File: src/rtl/wb_load_stage_if.sv
// -----------------------------------------------------------------------------
// wb_load_stage_if
//
// Purpose:
//   MEM-stage to write-back-stage instruction bus. One instruction moves on
//   each cycle where in_valid and in_ready are both high.
//
// Modports:
//   master : MEM stage. Drives the instruction fields and in_valid, and
//            samples in_ready.
//   slave  : write-back stage. Samples the instruction fields and drives
//            in_ready.
//
// Signals:
//   in_valid            MEM stage presents an instruction
//   in_ready            write-back stage can accept
//   mem_read_flag       instruction is a load
//   mem_write_flag      instruction is a store
//   mem_sign_ext_flag   sign-extend the load result
//   mem_sel[SEL_W]      byte-lane mask; its popcount is the access size
//   result_in           ALU result; effective address for loads
//   reg_write_en_in     instruction writes a register
//   reg_write_addr_in   destination register
//   current_pc_addr_in  instruction PC
// -----------------------------------------------------------------------------
interface wb_load_stage_if #(
  parameter int DATA_WIDTH     = 32,
  parameter int ADDR_WIDTH     = 32,
  parameter int REG_ADDR_WIDTH = 5
) ();

  localparam int SEL_W = DATA_WIDTH / 8;

  logic                      in_valid;
  logic                      in_ready;
  logic                      mem_read_flag;
  logic                      mem_write_flag;
  logic                      mem_sign_ext_flag;
  logic [SEL_W-1:0]          mem_sel;
  logic [DATA_WIDTH-1:0]     result_in;
  logic                      reg_write_en_in;
  logic [REG_ADDR_WIDTH-1:0] reg_write_addr_in;
  logic [ADDR_WIDTH-1:0]     current_pc_addr_in;

  modport master (
    output in_valid,
    output mem_read_flag,
    output mem_write_flag,
    output mem_sign_ext_flag,
    output mem_sel,
    output result_in,
    output reg_write_en_in,
    output reg_write_addr_in,
    output current_pc_addr_in,
    input  in_ready
  );

  modport slave (
    input  in_valid,
    input  mem_read_flag,
    input  mem_write_flag,
    input  mem_sign_ext_flag,
    input  mem_sel,
    input  result_in,
    input  reg_write_en_in,
    input  reg_write_addr_in,
    input  current_pc_addr_in,
    output in_ready
  );

endinterface : wb_load_stage_if

File: src/rtl/wb_load_stage.sv
// -----------------------------------------------------------------------------
// wb_load_stage
//
// Purpose:
//   Registered write-back stage of the TinyMIPS core. It accepts one retiring
//   instruction per handshake from the MEM stage. Non-loads retire on the next
//   edge. A load waits in WAIT_RAM, with in_ready low, until the RAM returns
//   data. The stage then extracts the byte, half, word or (64-bit builds)
//   double-word field, sign- or zero-extends it, and retires it.
//
// Parameters:
//   DATA_WIDTH      datapath width, 32 or 64
//   ADDR_WIDTH      address / PC width
//   REG_ADDR_WIDTH  register-file address width
//
// Ports:
//   clk                 clock; all state changes on the rising edge
//   rst                 synchronous, active-high reset
//   mem_if (slave)      MEM-stage handshake and instruction fields
//   ram_read_data       RAM read data
//   ram_data_valid      read data valid this cycle; used only in WAIT_RAM
//   result_out          write-back data, held between retires
//   reg_write_en_out    one-cycle register write pulse per retire
//   reg_write_addr_out  write-back register, held between retires
//   debug_reg_write_en  copy of reg_write_en_out for the trace port
//   debug_pc_addr_out   PC of the last retired instruction
//   load_misalign       one-cycle pulse when a load is rejected
//
// Build option:
//   WB_MISALIGN_TRAP_EN  When defined, an illegal load (bad lane mask or
//                        misaligned address) retires on the next edge with no
//                        register write, and load_misalign pulses. When
//                        undefined, load_misalign is tied 0. The address is
//                        then truncated to the access size, and an illegal
//                        lane mask is treated as a full-width load.
// -----------------------------------------------------------------------------
module wb_load_stage #(
  parameter int DATA_WIDTH     = 32,
  parameter int ADDR_WIDTH     = 32,
  parameter int REG_ADDR_WIDTH = 5
) (
  input  logic                      clk,
  input  logic                      rst,
  wb_load_stage_if.slave            mem_if,
  input  logic [DATA_WIDTH-1:0]     ram_read_data,
  input  logic                      ram_data_valid,
  output logic [DATA_WIDTH-1:0]     result_out,
  output logic                      reg_write_en_out,
  output logic [REG_ADDR_WIDTH-1:0] reg_write_addr_out,
  output logic                      debug_reg_write_en,
  output logic [ADDR_WIDTH-1:0]     debug_pc_addr_out,
  output logic                      load_misalign
);

  localparam int SEL_W  = DATA_WIDTH / 8;
  localparam int LANE_W = $clog2(SEL_W);
  // log2 of the access size for a full-width load
  localparam logic [1:0] FULL_LOG = 2'(LANE_W);

  typedef enum logic {
    IDLE,
    WAIT_RAM
  } state_e;

  // ---------------------------------------------------------------------------
  // State
  // ---------------------------------------------------------------------------
  state_e                    state_q,    state_d;
  logic [DATA_WIDTH-1:0]     result_q,   result_d;
  logic                      wr_en_q,    wr_en_d;
  logic [REG_ADDR_WIDTH-1:0] wr_addr_q,  wr_addr_d;
  logic [ADDR_WIDTH-1:0]     pc_q,       pc_d;

  // Context of the load waiting in WAIT_RAM
  logic                      ld_sign_q,  ld_sign_d;
  logic [LANE_W-1:0]         ld_lane_q,  ld_lane_d;
  logic [1:0]                ld_size_q,  ld_size_d;  // log2(bytes)
  logic                      ld_wr_en_q, ld_wr_en_d;
  logic [REG_ADDR_WIDTH-1:0] ld_addr_q,  ld_addr_d;
  logic [ADDR_WIDTH-1:0]     ld_pc_q,    ld_pc_d;

`ifdef WB_MISALIGN_TRAP_EN
  logic                      misalign_q, misalign_d;
`endif

  // ---------------------------------------------------------------------------
  // Load decode: access size from popcount, lane from low address bits
  // ---------------------------------------------------------------------------
  logic [3:0]        sel_pop;
  logic [1:0]        size_log;
  logic [LANE_W-1:0] size_mask;   // low lane bits that must be zero
  logic [LANE_W-1:0] lane_raw;
  logic [LANE_W-1:0] lane_eff;

  always_comb begin
    // NOTE: every signal written here gets a default value first. Otherwise a
    // path that skips an assignment would infer a latch.
    sel_pop  = '0;
    size_log = FULL_LOG;
    for (int i = 0; i < SEL_W; i++) begin
      sel_pop = sel_pop + 4'(mem_if.mem_sel[i]);
    end

    // Any other popcount keeps the full-width default.
    case (sel_pop)
      4'd1:    size_log = 2'd0;
      4'd2:    size_log = 2'd1;
      4'd4:    size_log = 2'd2;
      4'd8:    size_log = 2'd3;  // reachable only when SEL_W == 8
      default: size_log = FULL_LOG;
    endcase

    case (size_log)
      2'd0:    size_mask = '0;
      2'd1:    size_mask = LANE_W'(1);
      2'd2:    size_mask = LANE_W'(3);
      default: size_mask = LANE_W'(7);
    endcase

    lane_raw = mem_if.result_in[LANE_W-1:0];
    // For a legal load this changes nothing. Otherwise the address is
    // truncated down to the access size.
    lane_eff = lane_raw & ~size_mask;
  end

`ifdef WB_MISALIGN_TRAP_EN
  logic size_ok;
  logic load_illegal;

  assign size_ok      = (sel_pop == 4'd1) || (sel_pop == 4'd2) ||
                        (sel_pop == 4'd4) || ((sel_pop == 4'd8) && (SEL_W == 8));
  assign load_illegal = !size_ok || (|(lane_raw & size_mask));
`endif

  // ---------------------------------------------------------------------------
  // Field extraction and extension of the returning RAM word
  // ---------------------------------------------------------------------------
  logic [DATA_WIDTH-1:0] shifted;
  logic [6:0]            field_bits;
  logic [DATA_WIDTH-1:0] field_mask;
  logic [DATA_WIDTH-1:0] field_top;
  logic                  field_msb;
  logic [DATA_WIDTH-1:0] load_data;

  always_comb begin
    shifted    = ram_read_data >> {ld_lane_q, 3'b000};
    field_bits = 7'd8 << ld_size_q;
    // For a full-width field the shift gives zero, so the mask wraps to all
    // ones and the data passes through unchanged.
    field_mask = (DATA_WIDTH'(1) << field_bits) - DATA_WIDTH'(1);
    field_top  = field_mask ^ (field_mask >> 1);
    field_msb  = |(shifted & field_top);
    load_data  = (shifted & field_mask) |
                 ((ld_sign_q && field_msb) ? ~field_mask : '0);
  end

  // ---------------------------------------------------------------------------
  // Handshake
  // ---------------------------------------------------------------------------
  logic accept;

  assign mem_if.in_ready = !rst && (state_q == IDLE);
  assign accept          = mem_if.in_valid && mem_if.in_ready;

  // ---------------------------------------------------------------------------
  // Next-state and output logic
  // ---------------------------------------------------------------------------
  always_comb begin
    state_d    = state_q;
    result_d   = result_q;
    wr_en_d    = 1'b0;        // retire pulse lasts a single cycle
    wr_addr_d  = wr_addr_q;
    pc_d       = pc_q;
    ld_sign_d  = ld_sign_q;
    ld_lane_d  = ld_lane_q;
    ld_size_d  = ld_size_q;
    ld_wr_en_d = ld_wr_en_q;
    ld_addr_d  = ld_addr_q;
    ld_pc_d    = ld_pc_q;
`ifdef WB_MISALIGN_TRAP_EN
    misalign_d = 1'b0;
`endif

    case (state_q)
      IDLE: begin
        if (accept) begin
          if (mem_if.mem_read_flag) begin
            ld_sign_d  = mem_if.mem_sign_ext_flag;
            ld_lane_d  = lane_eff;
            ld_size_d  = size_log;
            ld_wr_en_d = mem_if.reg_write_en_in;
            ld_addr_d  = mem_if.reg_write_addr_in;
            ld_pc_d    = mem_if.current_pc_addr_in;
            state_d    = WAIT_RAM;
`ifdef WB_MISALIGN_TRAP_EN
            // A rejected load overrides the above. It retires at once with
            // no register write and never waits for RAM data.
            if (load_illegal) begin
              state_d    = IDLE;
              result_d   = '0;
              wr_addr_d  = mem_if.reg_write_addr_in;
              pc_d       = mem_if.current_pc_addr_in;
              misalign_d = 1'b1;
            end
`endif
          end else begin
            result_d  = mem_if.mem_write_flag ? '0 : mem_if.result_in;
            wr_en_d   = mem_if.reg_write_en_in && !mem_if.mem_write_flag;
            wr_addr_d = mem_if.reg_write_addr_in;
            pc_d      = mem_if.current_pc_addr_in;
          end
        end
      end

      WAIT_RAM: begin
        if (ram_data_valid) begin
          result_d  = load_data;
          wr_en_d   = ld_wr_en_q;
          wr_addr_d = ld_addr_q;
          pc_d      = ld_pc_q;
          state_d   = IDLE;
        end
      end

      default: state_d = IDLE;
    endcase
  end

  // ---------------------------------------------------------------------------
  // Registers
  // ---------------------------------------------------------------------------
  // NOTE: sequential state uses non-blocking assignments. All flops see the
  // values from before the edge, whatever their order in this block.
  always_ff @(posedge clk) begin
    if (rst) begin
      // NOTE: every flop is reset, including the load context. This block
      // holds no memory array, so a full reset costs nothing and keeps
      // simulation free of X values.
      state_q    <= IDLE;
      result_q   <= '0;
      wr_en_q    <= 1'b0;
      wr_addr_q  <= '0;
      pc_q       <= '0;
      ld_sign_q  <= 1'b0;
      ld_lane_q  <= '0;
      ld_size_q  <= '0;
      ld_wr_en_q <= 1'b0;
      ld_addr_q  <= '0;
      ld_pc_q    <= '0;
`ifdef WB_MISALIGN_TRAP_EN
      misalign_q <= 1'b0;
`endif
    end else begin
      state_q    <= state_d;
      result_q   <= result_d;
      wr_en_q    <= wr_en_d;
      wr_addr_q  <= wr_addr_d;
      pc_q       <= pc_d;
      ld_sign_q  <= ld_sign_d;
      ld_lane_q  <= ld_lane_d;
      ld_size_q  <= ld_size_d;
      ld_wr_en_q <= ld_wr_en_d;
      ld_addr_q  <= ld_addr_d;
      ld_pc_q    <= ld_pc_d;
`ifdef WB_MISALIGN_TRAP_EN
      misalign_q <= misalign_d;
`endif
    end
  end

  // ---------------------------------------------------------------------------
  // Outputs
  // ---------------------------------------------------------------------------
  assign result_out         = result_q;
  assign reg_write_en_out   = wr_en_q;
  assign reg_write_addr_out = wr_addr_q;
  assign debug_reg_write_en = wr_en_q;
  assign debug_pc_addr_out  = pc_q;
`ifdef WB_MISALIGN_TRAP_EN
  assign load_misalign      = misalign_q;
`else
  assign load_misalign      = 1'b0;
`endif

endmodule : wb_load_stage
File: src/flat_wrapper.sv
// flat-port wrapper written by rule: the top's interface ports become plain ports
module wb_load_stage_flat 
#(
  parameter int DATA_WIDTH     = 32,
  parameter int ADDR_WIDTH     = 32,
  parameter int REG_ADDR_WIDTH = 5
)
  (clk, rst, ram_read_data, ram_data_valid, result_out, reg_write_en_out, reg_write_addr_out, debug_reg_write_en, debug_pc_addr_out, load_misalign, mem_if_in_valid, mem_if_mem_read_flag, mem_if_mem_write_flag, mem_if_mem_sign_ext_flag, mem_if_mem_sel, mem_if_result_in, mem_if_reg_write_en_in, mem_if_reg_write_addr_in, mem_if_current_pc_addr_in, mem_if_in_ready);
  wb_load_stage_if #(.DATA_WIDTH(DATA_WIDTH), .ADDR_WIDTH(ADDR_WIDTH), .REG_ADDR_WIDTH(REG_ADDR_WIDTH)) mem_if_i ();
  input  logic clk;
  input  logic rst;
  input  logic [DATA_WIDTH-1:0] ram_read_data;
  input  logic ram_data_valid;
  output logic [DATA_WIDTH-1:0] result_out;
  output logic reg_write_en_out;
  output logic [REG_ADDR_WIDTH-1:0] reg_write_addr_out;
  output logic debug_reg_write_en;
  output logic [ADDR_WIDTH-1:0] debug_pc_addr_out;
  output logic load_misalign;
  input wire logic [$bits(mem_if_i.in_valid)-1:0] mem_if_in_valid;
  input wire logic [$bits(mem_if_i.mem_read_flag)-1:0] mem_if_mem_read_flag;
  input wire logic [$bits(mem_if_i.mem_write_flag)-1:0] mem_if_mem_write_flag;
  input wire logic [$bits(mem_if_i.mem_sign_ext_flag)-1:0] mem_if_mem_sign_ext_flag;
  input wire logic [$bits(mem_if_i.mem_sel)-1:0] mem_if_mem_sel;
  input wire logic [$bits(mem_if_i.result_in)-1:0] mem_if_result_in;
  input wire logic [$bits(mem_if_i.reg_write_en_in)-1:0] mem_if_reg_write_en_in;
  input wire logic [$bits(mem_if_i.reg_write_addr_in)-1:0] mem_if_reg_write_addr_in;
  input wire logic [$bits(mem_if_i.current_pc_addr_in)-1:0] mem_if_current_pc_addr_in;
  output wire logic [$bits(mem_if_i.in_ready)-1:0] mem_if_in_ready;
  assign mem_if_i.in_valid = mem_if_in_valid;
  assign mem_if_i.mem_read_flag = mem_if_mem_read_flag;
  assign mem_if_i.mem_write_flag = mem_if_mem_write_flag;
  assign mem_if_i.mem_sign_ext_flag = mem_if_mem_sign_ext_flag;
  assign mem_if_i.mem_sel = mem_if_mem_sel;
  assign mem_if_i.result_in = mem_if_result_in;
  assign mem_if_i.reg_write_en_in = mem_if_reg_write_en_in;
  assign mem_if_i.reg_write_addr_in = mem_if_reg_write_addr_in;
  assign mem_if_i.current_pc_addr_in = mem_if_current_pc_addr_in;
  assign mem_if_in_ready = mem_if_i.in_ready;
  wb_load_stage #(.DATA_WIDTH(DATA_WIDTH), .ADDR_WIDTH(ADDR_WIDTH), .REG_ADDR_WIDTH(REG_ADDR_WIDTH)) u_core (.clk(clk), .rst(rst), .mem_if(mem_if_i), .ram_read_data(ram_read_data), .ram_data_valid(ram_data_valid), .result_out(result_out), .reg_write_en_out(reg_write_en_out), .reg_write_addr_out(reg_write_addr_out), .debug_reg_write_en(debug_reg_write_en), .debug_pc_addr_out(debug_pc_addr_out), .load_misalign(load_misalign));
endmodule
File: config.mk
export PLATFORM = sky130hd
export DESIGN_NAME = wb_load_stage_flat
export DESIGN_NICKNAME = d
export VERILOG_FILES = /design/src/rtl/wb_load_stage_if.sv /design/src/rtl/wb_load_stage.sv /design/src/flat_wrapper.sv
export SDC_FILE = /design/constraint.sdc
export NUM_CORES = 1
export LEC_CHECK = 0
export ABC_AREA = 1
export CORE_UTILIZATION = 47
export CTS_BUF_LIST = sky130_fd_sc_hd__clkbuf_8
export DETAILED_ROUTE_END_ITERATION = 6
export PLACE_DENSITY = 0.83
export SYNTH_ARGS = -nofsm -noshare
export SYNTH_HDL_FRONTEND = slang
export SYNTH_SLANG_ARGS = --single-unit
File: constraint.sdc
create_clock -name clk -period 2.6 [get_ports clk]
set_clock_uncertainty 0.2 [all_clocks]
set_input_delay 0.52 -clock clk [delete_from_list [all_inputs] [get_ports clk]]
set_output_delay 0.52 -clock clk [all_outputs]
set_load 0.01 [all_outputs]
==> results of run 1 <==
-- power by group through the flow --
stage	registers (mW)	clock network [mW]	logic, mW
2_1_floorplan	2.00	0	0.380
3_5_place_dp	1.97	0	0.883
3_3_place_gp	1.97	0	0.873
4_1_cts	1.93	1.89	0.890
5_1_grt	1.95	1.99	0.981
6_report	1.93	1.87	0.889
-- per-stage QoR --
stage | setup WS (ns) | total power, mW | hold WS [ns] | cells | setup TNS [ns]
final | 0.194 | 4.70 | 0.267 | 1088 | 0
after global routing | 0.147 | 4.92 | 0.280 | 1088 | 0
after CTS | 0.185 | 4.71 | 0.264 | 1088 | 0
after detailed placement | -0.162 | 2.85 | 0.257 | 1056 | -0.231
after global placement | -0.0923 | 2.84 | 0.250 | 1056 | -0.122
after floorplan | 0.346 | 2.38 | 0.239 | 776 | 0
-- placed cells by master, fill, tap and decap left out, drive strengths merged --
cell type and n:
nand3 28, inv 32, a311o 1, nor2 87
clkbuf 18, clkdlybuf4s50 184, or3b 1, o21ai 130
a211oi 2, a31oi 38, fa 1, buf 22
conb 1, o21a 1, clkinvlp 3, nand2 188
ha 3, clkinv 3, bufinv 4, o211ai 7
a21oi 79, dfxtp 114, nor3 1
-- layout make-up --
type / instances / area [um2] / area share (%)
Clock inverter: 14 / 200 / 2.59
Clock buffer: 18 / 248 / 3.20
Multi-Input combinational cell: 568 / 2670 / 34.5
Tap cell: 140 / 175 / 2.26
Sequential cell: 114 / 2280 / 29.5
Inverter: 28 / 108 / 1.39
Timing Repair Buffer: 206 / 2060 / 26.6
-- worst max-delay path, delay by kind of cell --
family	cells	cell delay (ns)
buffers and inverters	2	1.05
AND/OR/NAND/NOR	1	0.12
-- metal layers --
layer	up-vias	global-route usage [%]	part of all wire, %
met3	24	8.31	8.2
met5	-	0	0
li1	2920	-	-
met1	2691	36.6	43
met4	0	9.85	1.5
met2	230	46.9	47
-- worst min-delay path by stage --
stage                                         endpoint               start  depth (start not counted)
after CTS                 u_core.debug_pc_addr_out[18]  u_core.ld_pc_q[18]                          2
after detailed placement  u_core.debug_pc_addr_out[30]  u_core.ld_pc_q[30]                          2
after global routing      u_core.debug_pc_addr_out[22]  u_core.ld_pc_q[22]                          2
final                     u_core.debug_pc_addr_out[28]  u_core.ld_pc_q[28]                          2
after global placement    u_core.debug_pc_addr_out[22]  u_core.ld_pc_q[22]                          2
after floorplan              u_core.debug_reg_write_en   u_core.ld_wr_en_q                          2
-- cells by family (layout without fill, tap and decap cells) --
kind of cell	after synthesis	in the layout	synth area share (%)
and+or+nand+nor	305	305	22.8
buffers and inverters	94	266	7.98
AOI/OAI and AO/OA	258	258	25.7
adders and majority gates	4	4	1.07
other	1	1	0.0697
DFF	114	114	42.4
-- sequential cells by signal, indices dropped and copies added (netlist names) --
| register | cells |
|---|---|
| u_core.debug_pc_addr_out | 32 |
| u_core.ld_pc_q | 32 |
| u_core.ld_lane_q | 2 |
| u_core.ld_addr_q | 5 |
| u_core.ld_wr_en_q | 1 |
| u_core.ld_sign_q | 1 |
| u_core.debug_reg_write_en | 1 |
| u_core.result_out | 32 |
| u_core.ld_size_q | 2 |
| u_core.state_q | 1 |
| u_core.reg_write_addr_out | 5 |
==> out/metrics.cfg, run 1 <==
[pwr]
seqPwrFrac_pct = 41.2
cellInternalPower_mw = 3.41
switching_share_pct = 27.4
switching_power_mw = 1.29
ir_drop_mv = 0.495
power_frac_comb_pct = 18.9
p_clk_share_pct = 39.9
powerDensity_nw_per_um2 = 607
leakage_nw = 3.25

[global_route]
grt_max_degree = 71
grt.total_usage_pct = 28.9
grt_pass1_wl_um = 26900
antenna_found_initial = 0
grt_overflow = 0
grt_pass1_vias = 5579

[clocking]
post_cts_buffers = 0
tritoncts.num_buffers = 17
cts_max_path_buffers = 2
cts_resized = 0
worstSkewPairLatency_ns = 0.44
htree_levels = 4
cts_tree = done
cts.sinks = 114
ctsHoldBuffers = 0
clk_root_buffer_cell = clkbuf_8
cts.clk_slew.worst_paths_ns = 0.07

[critical_path]
path_cells = clkdlybuf4s50_1 -> nor2_4 -> clkdlybuf4s50_1
cp-endpoint = mem_if_in_ready
ff2ff_path_depth = 13
rrSetupSlack_ns = 0.40
arrival_ns = 1.69
cp-start-kind = input pin
r2r-start = u_core.ld_size_q[1]
crit_slowest_cell = clkdlybuf4s50_1
worst_setup_path_end_kind = output pin
r2r_end = u_core.result_out[20]
crit_top_cell = clkdlybuf4s50_1
crit_type = input pin to output pin
critical_path_required_ns = 1.88
crit_path_start = rst
path_max_fanout = 2
critPathMaxStageDelay_ns = 0.57

[timing]
period_share_pct = 92.5
slew_violations = 0
rsz0062_at_grt = no
finalCriticalPeriod_ns = 2.41
setup_violations = 0
hold_viol = 0
fmax_mhz = 416

[logic_synthesis]
ys_ff_latch = 114
synthTopCellsByArea = dfxtp_1 42%, nand2_1 13%, o21ai_0 12%
netlist_area_um2 = 5380
synth_edf_count = 0
yosysMostFrequentCell = nand2_1
yosysTopAreaCell = dfxtp_1
syn-instance-count = 776
ys.flop_type = dfxtp_1
synth_async_sr_flop_share_pct = 0
syn_nets = 893
syn_area_per_cell_um2 = 6.93
yosys.area.top_type_share_pct = 42.4
synth_commonest_cells = 186 x nand2_1, 129 x o21ai_0, 114 x dfxtp_1
yosysSeqAreaShare_pct = 42.4
synth_cell_types = 31
yosysWarnings = 0

[die]
initial_core_util_pct = 49.0
die_area_um2 = 11900
core-area_um2 = 11000
dieHeight_um = 109
io_pins = 186
die_width_um = 109
rows = 38

[detailed_routing]
postRouteAntennaNets = 0
num_vias = 5865
first_iter_violations = 562
drc_errors = 0
vias_per_cell = 5.39
drtPass1Iterations = 6
wirelength_um = 16500
wl_per_cell_um = 15.2

[layout]
final_cell_area_um2 = 7740
final_util_pct = 70.5
final_nets = 1052
drive_above_1_share_pct = 7.49
diodes = 0
nFillCells = 922
area_growth_pct = 44.0

[placed_design]
place_hpwl_um = 11000
gp_congestion = 0.881
io_buffers = 184
place_area_um2 = 7290

[run]
drv_cap = 0

[status]
status = complete, no violations

[hold_path]
min_path_type = flip-flop to flip-flop

(Power assumes the default switching activity.)
==> inputs of run 2 (changes only) <==
==> constraint.sdc (replaced) <==
create_clock -name clk -period 2.7 [get_ports clk]
set_clock_uncertainty 0.2 [all_clocks]
set_input_delay 0.54 -clock clk [delete_from_list [all_inputs] [get_ports clk]]
set_output_delay 0.54 -clock clk [all_outputs]
set_load 0.01 [all_outputs]
==> run 2 against run 1 <==
Highest routed layer unchanged. Critical path depth unchanged. Critical path type unchanged. Register-to-register slack better by 0.14 ns. Global-route usage fell by 1.1 points. Largest power group unchanged. Final area is 0.89% lower.
==> out/metrics.cfg, run 2 (synthesized netlist as in run 1, its figures left out) <==
[layout]
nFillCells = 947  ; was 922
final_common_cell = nand2_1  ; unchanged
final_cell_area_um2 = 7670  ; was 7740 um2
diodes = 0  ; unchanged
drive_above_1_share_pct = 6.80  ; was 7.49%
finalNonFillerCells = 1081  ; was 1088
final_cell_mix = 186 x nand2_1, 184 x clkdlybuf4s50_1, 129 x o21ai_0  ; unchanged
final_util_pct = 69.9  ; was 70.5%
area_growth_pct = 42.7  ; was 44.0%
final_nets = 1045  ; was 1052

[clocking]
cts_max_path_buffers = 2  ; unchanged
cts_resized = 0  ; unchanged
clk_root_buffer_cell = clkbuf_8  ; unchanged
htree_levels = 4  ; unchanged
ctsHoldBuffers = 0  ; unchanged
cts_tree = done  ; unchanged
cts.sinks = 114  ; unchanged
post_cts_buffers = 0  ; unchanged
worstSkewPairLatency_ns = 0.43  ; was 0.44 ns
cts.clk_slew.worst_paths_ns = 0.08  ; was 0.07 ns
tritoncts.num_buffers = 17  ; unchanged

[critical_path]
cp-start-kind = input pin  ; unchanged
arrival_ns = 1.71  ; was 1.69 ns
crit_slowest_cell = clkdlybuf4s50_1  ; unchanged
worst_setup_path_end_kind = output pin  ; unchanged
crit_top_cell = clkdlybuf4s50_1  ; unchanged
critical_path_required_ns = 1.96  ; was 1.88 ns
path_max_fanout = 2  ; unchanged
path_cells = clkdlybuf4s50_1 -> nor2_4 -> clkdlybuf4s50_1  ; unchanged
crit_type = input pin to output pin  ; unchanged
critPathMaxStageDelay_ns = 0.58  ; was 0.57 ns

[detailed_routing]
first_iter_violations = 394  ; was 562
vias_per_cell = 5.37  ; was 5.39
num_vias = 5810  ; was 5865
drtPass1Iterations = 5  ; was 6
wl_per_cell_um = 15.0  ; was 15.2 um
wirelength_um = 16300  ; was 16500 um
postRouteAntennaNets = 0  ; unchanged
drc_errors = 0  ; unchanged

[timing]
setup_violations = 0  ; unchanged
slew_headroom_pct = 54.8
hold_viol = 0  ; unchanged
tightest_slew_ns = 0.678
period_share_pct = 90.9
slew_violations = 0  ; unchanged
whs_ns = 0.269  ; was 0.267 ns
fmax_mhz = 408
rsz0062_at_grt = no  ; unchanged
finalCriticalPeriod_ns = 2.45

[die]
dieHeight_um = 109  ; unchanged
core-area_um2 = 11000  ; unchanged
die_width_um = 109  ; unchanged
io_pins = 186  ; unchanged
die_area_um2 = 11900  ; unchanged
initial_core_util_pct = 49.0  ; unchanged
rows = 38  ; unchanged

[placed_design]
gp_congestion = 0.858  ; was 0.881
dpl.cell_count = 1049  ; was 1056
place_area_um2 = 7240  ; was 7290 um2
io_buffers = 184  ; unchanged
place_hpwl_um = 10800  ; was 11000 um

[pwr]
ir_drop_mv = 0.448  ; was 0.495 mV
powerDensity_nw_per_um2 = 580  ; was 607 nW/um2
leakage_nw = 3.21  ; was 3.25 nW
report.power.total_mw = 4.45  ; was 4.70 mW

[global_route]
grt_max_degree = 74  ; was 71
antenna_found_initial = 0  ; unchanged
grt_pass1_vias = 5316  ; was 5579
grt_overflow = 0  ; unchanged
grt_pass1_wl_um = 25800  ; was 26900 um
grt.total_usage_pct = 27.9  ; was 28.9%

[run]
drv_cap = 0  ; unchanged

[hold_path]
min_path_type = flip-flop to flip-flop  ; unchanged

[status]
status = complete, no violations  ; unchanged

run 2: cell type report:
class	instances	area, um2	area share, %
timing repair buffer	199	2000	26.1
clock inverter	15	198	2.58
sequential	114	2280	29.8
clock buffer	17	234	3.05
tap	140	175	2.28
inverter	28	108	1.40
multi-input combinational	568	2670	34.8
run 2: critical path: cells and delay by family:
kind / cells / cell delay [ns]
buf+inv: 2 / 1.06
simple gates: 1 / 0.11
run 2: final timing paths:
kind / start / endpoint / slack [ns] / cells after the start
setup / recovery: rst / mem_if_in_ready / 0.25 / 3
hold / removal: u_core.ld_pc_q[0] / u_core.debug_pc_addr_out[0] / 0.27 / 2
setup reg to reg: u_core.ld_size_q[1] / u_core.result_out[20] / 0.54 / 13
hold reg to reg: u_core.ld_pc_q[0] / u_core.debug_pc_addr_out[0] / 0.27 / 2
run 2: report_power, final:
group / switching, mW / total [mW] / internal (mW)
clock: 0.804 / 1.75 / 0.943
sequential: 0.0624 / 1.86 / 1.80
combinational: 0.414 / 0.843 / 0.429
run 2: layer usage:
layer,vias up,part of all wire (%),GRT usage (%)
li1,2913,-,-
met1,2651,43,35.3
met2,223,47,45.1
met3,23,9.3,8.85
met4,0,1.6,8.49
met5,-,0,0
run 2: through the flow:
step | worst slack (ns) | TNS (ns)
final | 0.246 | 0
after global routing | 0.210 | 0
after CTS | 0.242 | 0
after detailed placement | -0.0378 | -0.0378
after global placement | -0.00529 | -0.00529
after floorplan | 0.446 | 0
==> inputs of run 3 (changes only) <==
--- a/config.mk
+++ b/config.mk
@@ -6,6 +6,7 @@
 export NUM_CORES = 1
 export LEC_CHECK = 0
 export ABC_AREA = 1
+export ABC_CLOCK_PERIOD_IN_PS = 2700
 export CORE_UTILIZATION = 47
 export CTS_BUF_LIST = sky130_fd_sc_hd__clkbuf_8
 export DETAILED_ROUTE_END_ITERATION = 6
==> results of run 3 <==
The final DEF is identical to that of run 2; final timing and power are the same.
